**config.mk**
```make
export PLATFORM = sky130hd
export DESIGN_NAME = bop_guard_ctrl
export DESIGN_NICKNAME = d
export VERILOG_FILES = /design/src/rtl/ariane_pkg.sv /design/src/rtl/bop_guard_ctrl.sv
export SDC_FILE = /design/constraint.sdc
export NUM_CORES = 1
export LEC_CHECK = 0
export CAP_MARGIN = 20
export CORE_MARGIN = 2
export CORE_UTILIZATION = 51
export CTS_BUF_LIST = sky130_fd_sc_hd__clkbuf_8 sky130_fd_sc_hd__clkbuf_16
export CTS_CLUSTER_DIAMETER = 200
export CTS_CLUSTER_SIZE = 16
export DETAILED_ROUTE_END_ITERATION = 6
export PLACE_DENSITY = 0.75
export SLEW_MARGIN = 20
export SYNTH_ARGS = -nofsm -noshare
export SYNTH_HDL_FRONTEND = slang
export SYNTH_SLANG_ARGS = --single-unit
```
**constraint.sdc**
```tcl
create_clock -name clk_i -period 4.68 [get_ports clk_i]
set_clock_uncertainty 0.15 [all_clocks]
set_input_delay 1.404 -clock clk_i [delete_from_list [all_inputs] [get_ports clk_i]]
set_output_delay 1.404 -clock clk_i [all_outputs]
set_load 0.03 [all_outputs]
```
**src/rtl/ariane_pkg.sv**
```systemverilog
// Shared core types used by the buffer-overflow protection sequencing logic.
// Contents:
//   bop_ctrl_state_e - 3-bit state of bop_guard_ctrl (also exported on state_o)
//   BOP_CAUSE_IL     - cause bit index for an illegal-load alarm
//   BOP_CAUSE_LB     - cause bit index for a load-buffer crash alarm
package ariane_pkg;

  typedef enum logic [2:0] {
    BOP_DISABLED = 3'd0,
    BOP_ARMING   = 3'd1,
    BOP_ARMED    = 3'd2,
    BOP_ALARM    = 3'd3,
    BOP_CLEAR    = 3'd4
  } bop_ctrl_state_e;

  localparam int unsigned BOP_CAUSE_IL = 0;
  localparam int unsigned BOP_CAUSE_LB = 1;

endpackage

```
**src/rtl/bop_guard_ctrl.sv**
```systemverilog
// Sequencing controller for bop_unit and its range buffer.
// Keeps detection off during a warm-up window measured in committed
// instructions, converts the unit's sticky violation flags into a one-shot
// exception request with an ack handshake, and holds the range buffer in
// reset for CLEAR_CYCLES cycles after every alarm or flush.
// Ports:
//   clk_i, rst_ni        - core clock, asynchronous active-low reset
//   enable_i             - CSR protection enable (level)
//   instr_commit_i       - one instruction committed this cycle
//   illegal_load_i       - sticky illegal-load flag from bop_unit
//   lb_crash_i           - sticky load-buffer crash flag from bop_unit
//   flush_i              - pipeline flush / context switch
//   ex_ack_i             - commit has taken the exception
//   en_crash_o           - detection enable to bop_unit
//   rst_buf_o            - range-buffer clear to bop_unit
//   ex_valid_o           - exception request
//   ex_cause_o           - bit0 illegal load, bit1 lb crash
//   alarm_count_o        - saturating count of alarms since reset
//   state_o              - current state, debug only
module bop_guard_ctrl
  import ariane_pkg::*;
#(
  parameter int unsigned WARMUP_COMMITS = 64,
  parameter int unsigned CLEAR_CYCLES   = 4,
  parameter int unsigned CNT_W          = 8
) (
  input  logic             clk_i,
  input  logic             rst_ni,
  input  logic             enable_i,
  input  logic             instr_commit_i,
  input  logic             illegal_load_i,
  input  logic             lb_crash_i,
  input  logic             flush_i,
  input  logic             ex_ack_i,
  output logic             en_crash_o,
  output logic             rst_buf_o,
  output logic             ex_valid_o,
  output logic [1:0]       ex_cause_o,
  output logic [CNT_W-1:0] alarm_count_o,
  output logic [2:0]       state_o
);

  localparam int unsigned WARM_W = (WARMUP_COMMITS < 1) ? 1 : $clog2(WARMUP_COMMITS + 1);
  localparam logic [WARM_W-1:0] WARM_TGT = WARM_W'(WARMUP_COMMITS);
  localparam logic [3:0]        CLR_LOAD = 4'(CLEAR_CYCLES);

  bop_ctrl_state_e   state_q, state_d;
  logic              il_q, il_d;
  logic              lb_q, lb_d;
  logic [WARM_W-1:0] warm_q, warm_d;
  logic [3:0]        clr_q, clr_d;
  logic [1:0]        cause_q, cause_d;
  logic [CNT_W-1:0]  alarm_cnt_q, alarm_cnt_d;
  logic [1:0]        ev;

  // The source flags are sticky, so only their rising edges are events.
  assign ev[BOP_CAUSE_IL] = illegal_load_i & ~il_q;
  assign ev[BOP_CAUSE_LB] = lb_crash_i & ~lb_q;

  always_comb begin
    // NOTE: every variable gets a default before any branch, so no path
    // leaves one unassigned and no latch is inferred.
    state_d     = state_q;
    il_d        = illegal_load_i;
    lb_d        = lb_crash_i;
    warm_d      = warm_q;
    clr_d       = clr_q;
    cause_d     = cause_q;
    alarm_cnt_d = alarm_cnt_q;

    if (!enable_i) begin
      // Drops a pending request without ack; the alarm history is kept.
      state_d = BOP_DISABLED;
      cause_d = '0;
    end else begin
      unique case (state_q)
        BOP_DISABLED: begin
          state_d = BOP_ARMING;
          warm_d  = '0;
        end
        BOP_ARMING: begin
          if (flush_i) begin
            warm_d = '0;
          end else if (instr_commit_i) begin
            warm_d = warm_q + 1'b1;
          end
          // Compare the updated count so the window ends on the commit that
          // completes it; with a zero target this exits after one cycle.
          if (warm_d >= WARM_TGT) begin
            state_d = BOP_ARMED;
          end
        end
        BOP_ARMED: begin
          // An event takes priority over a simultaneous flush.
          if (|ev) begin
            state_d = BOP_ALARM;
            cause_d = ev;
            if (alarm_cnt_q != '1) begin
              alarm_cnt_d = alarm_cnt_q + 1'b1;
            end
          end else if (flush_i) begin
            state_d = BOP_CLEAR;
            clr_d   = CLR_LOAD;
            cause_d = '0;
          end
        end
        BOP_ALARM: begin
          cause_d = cause_q | ev;
          if (ex_ack_i) begin
            state_d = BOP_CLEAR;
            clr_d   = CLR_LOAD;
            cause_d = '0;
          end
        end
        BOP_CLEAR: begin
          // Counts CLEAR_CYCLES..1, then rearms without a new warm-up.
          if (clr_q <= 4'd1) begin
            state_d = BOP_ARMED;
          end else begin
            clr_d = clr_q - 1'b1;
          end
        end
        default: state_d = BOP_DISABLED;
      endcase
    end
  end

  // NOTE: sequential state uses non-blocking assignments so every flop
  // samples the pre-edge values regardless of statement order.
  always_ff @(posedge clk_i or negedge rst_ni) begin
    if (!rst_ni) begin
      state_q     <= BOP_DISABLED;
      il_q        <= 1'b0;
      lb_q        <= 1'b0;
      warm_q      <= '0;
      clr_q       <= '0;
      cause_q     <= '0;
      alarm_cnt_q <= '0;
    end else begin
      state_q     <= state_d;
      il_q        <= il_d;
      lb_q        <= lb_d;
      warm_q      <= warm_d;
      clr_q       <= clr_d;
      cause_q     <= cause_d;
      alarm_cnt_q <= alarm_cnt_d;
    end
  end

  // Outputs decode straight from flops, so they are glitch-free at the unit.
  assign en_crash_o    = (state_q == BOP_ARMED);
  assign rst_buf_o     = (state_q == BOP_DISABLED) || (state_q == BOP_CLEAR);
  assign ex_valid_o    = (state_q == BOP_ALARM);
  assign ex_cause_o    = cause_q;
  assign alarm_count_o = alarm_cnt_q;
  assign state_o       = state_q;

endmodule

```
==> flow_summary.json <==
{
  "fin_area_um2": 1810,
  "status": "finished clean",
  "synthDistinctLibCells": 48,
  "initial_core_util": 0.545,
  "io_pins": 24,
  "ant_nets": 0,
  "finalSetupViolations": 0,
  "finalHoldViolCount": 0,
  "hold_end": "warm_q[5]",
  "slew_viol_final": 0,
  "crit_type": "reg -> out",
  "drc": 0,
  "syn_avg_cell_area_um2": 9.78,
  "initialDrtViolationCount": 32,
  "synth_top_area_share": 0.429,
  "worst-endpoint-arrival_ns": 1.88,
  "power.share.sequential": 0.401,
  "worst_pin_slew_ns": 0.481,
  "ys_ff_latch": 26,
  "drtPass1Iterations": 4,
  "r2r_slack_ns": 2.73,
  "max-cap-violations": 0,
  "p_total_uw": 776,
  "yosysTopAreaCell": "dfrtp_1",
  "insertedDiodeCount": 0,
  "clk_pin_slew_ns": 0.09,
  "drive_above_1_share": 0.108,
  "grt_use_total": 0.194,
  "synthArstFlopShare": 1.00,
  "cts_tree": "yes",
  "yosysSeqAreaShare": 0.429,
  "antenna_found_initial": 0,
  "cpPeakStageDelay_ns": 0.68,
  "grt_pass1_wl_um": 5130,
  "vias": 1194,
  "ctsLongestPathBuffers": 2,
  "syn_to_final_growth_pct": 19.1,
  "slowest_stage": "clkdlybuf4s50_1",
  "insertion_delay_ns": 0.27,
  "cp_max_fo": 13,
  "fmax_ghz": 0.291,
  "wl_per_cell_um": 14.0,
  "period_minus_slack_ns": 3.43,
  "power_leakage_uw": 0.000769,
  "placed_area_um2": 1740,
  "p_int_uw": 498,
  "hold_depth": 1,
  "p_sw_uw": 278,
  "netlist_instances": 155,
  "viasPerCell": 5.77,
  "grt.overflow.total": 0,
  "synth_area_leaders": "dfrtp_1 (43%), xnor2_1 (4.0%), ha_1 (3.3%)",
  "root_buffer": "clkbuf_8",
  "ctsHoldBuffers": 0,
  "clock_sinks": 26,
  "dieArea_um2": 3430,
  "synth_area_um2": 1520,
  "die_y_um": 58.5,
  "rsz0062_at_grt": "false",
  "min_from": "warm_q[5]",
  "cts_htree_levels": 1,
  "final_core_util": 0.650,
  "hold_path_class": "reg -> reg",
  "num-fill-cells": 227,
  "powerDensity_nw_per_um2": 430,
  "post_cts_buffers": 0,
  "p_sw_frac": 0.358,
  "synth_flop_cell": "dfrtp_1",
  "peakVddDrop_mv": 0.317,
  "r2r-start": "clr_q[0]",
  "routabilityCongestion": 0.952,
  "ys_warn_count": 0,
  "setup-tns-final_ns": 0,
  "grt_max_degree": 27,
  "cts_buffers": 3,
  "p_comb_frac": 0.362,
  "io_buffers": 23,
  "synth_nets": 167,
  "pwr-share-clk": 0.237,
  "critPathCaptureType": "output port",
  "cts.repair.resized": 0,
  "worstPathCellList": "nand2b_1 -> nor2_1 -> clkdlybuf4s50_1",
  "dp_hpwl_um": 2150,
  "slew_headroom": 0.679,
  "min_period_over_period": 0.733,
  "worstReg2RegEnd": "clr_q[2]",
  "core-area_um2": 2780,
  "worst_setup_path_start_kind": "register",
  "row_count": 19,
  "critPathRequiredTime_ns": 3.13,
  "reg2reg_depth": 6,
  "routed_wl_um": 2890,
  "grt_pass1_vias": 1187,
  "fp.dieW_um": 58.5,
  "layout.nets": 189,
  "synth-edff-count": 0
}
per-stage QoR:
step	setup WS (ns)	hold WS, ns	cells
floorplan	1.81	0.280	155
global placement	1.34	0.302	203
detailed placement	1.32	0.315	203
CTS	1.25	0.327	207
global route	1.13	0.343	207
finish	1.25	0.329	207
critical path: cells and delay by family, from the launching register on:
family	cells	cell delay, ns
buffers and inverters	1	0.68
DFF	1	0.50
and+or+nand+nor	2	0.43
logic make-up after synthesis:
logic type      synth area share
fa+ha+maj                 0.0330
buf+inv                   0.0578
flops                      0.429
simple gates               0.228
mux                      0.00743
xor+xnor                  0.0404
compound gates             0.205
state kept, by name, summed over array words and instances, names as in the netlist:
name           count
alarm_count_o      8
il_q               1
warm_q             7
ex_cause_o         2
clr_q              4
lb_q               1
state_o            3
power groups by stage:
stage	Clock (uW)	Sequential, uW	Combinational, uW
6_report	184	311	281
3_5_place_dp	0	316	281
2_1_floorplan	0	329	183
5_1_grt	200	321	313
4_1_cts	188	311	282
3_3_place_gp	0	314	277
synth_stat cells (3+ instances only):
master / number
dfrtp_1: 26
and4_1: 4
o21ai_1: 7
buf_6: 4
o21a_1: 3
nand3_1: 9
o32ai_1: 4
nor2_1: 10
nand2_1: 8
nand4_1: 5
and3_1: 4
o21ai_0: 8
ha_1: 4
inv_1: 8
xnor2_1: 7
a21oi_1: 5
worst max-delay path by stage:
stage                             endpoint  startpoint  cells after the start
after floorplan                 en_crash_o  state_o[2]                      3
after global placement            clr_q[2]    enable_i                      5
after detailed placement  alarm_count_o[1]  lb_crash_i                      5
after CTS                       ex_valid_o  state_o[2]                      3
after global routing            ex_valid_o  state_o[0]                      3
final                           ex_valid_o  state_o[2]                      3
cells in the final DEF, fill, tap and decap left out, drive strengths merged, types with 2 or more instances in the layout:
cell           instances
inv                    8
nand2                  8
a31o                   2
nand2b                 3
a21oi                  5
dfrtp                 26
o21a                   3
xnor2                  7
a211oi                 2
nor2                  11
clkbuf                 3
and4                   6
nand3                  9
a21o                   2
a211o                  2
clkdlybuf4s50         23
o22ai                  2
o32ai                  4
nand4                  5
nor3                   3
a31oi                  2
and3                   4
o21ai                 15
ha                     4
per-layer routing:
layer	vias up	share of wire	global-route usage
met5	-	0	0
met4	0	0.011	0.0631
met3	4	0.036	0.0374
met2	20	0.47	0.310
met1	553	0.48	0.267
li1	617	-	-
cell type report:
cell class / instances / area, um^2 / share of cell area
repair buffers: 24 / 238 / 0.132
clock inverters: 1 / 30.0 / 0.0166
inverters: 8 / 30.0 / 0.0166
well taps: 31 / 38.8 / 0.0215
multi-input cells: 114 / 778 / 0.431
clock buffers: 3 / 41.3 / 0.0229
flip-flops and latches: 26 / 651 / 0.360
No activity file was read; power rests on OpenSTA's default activity.
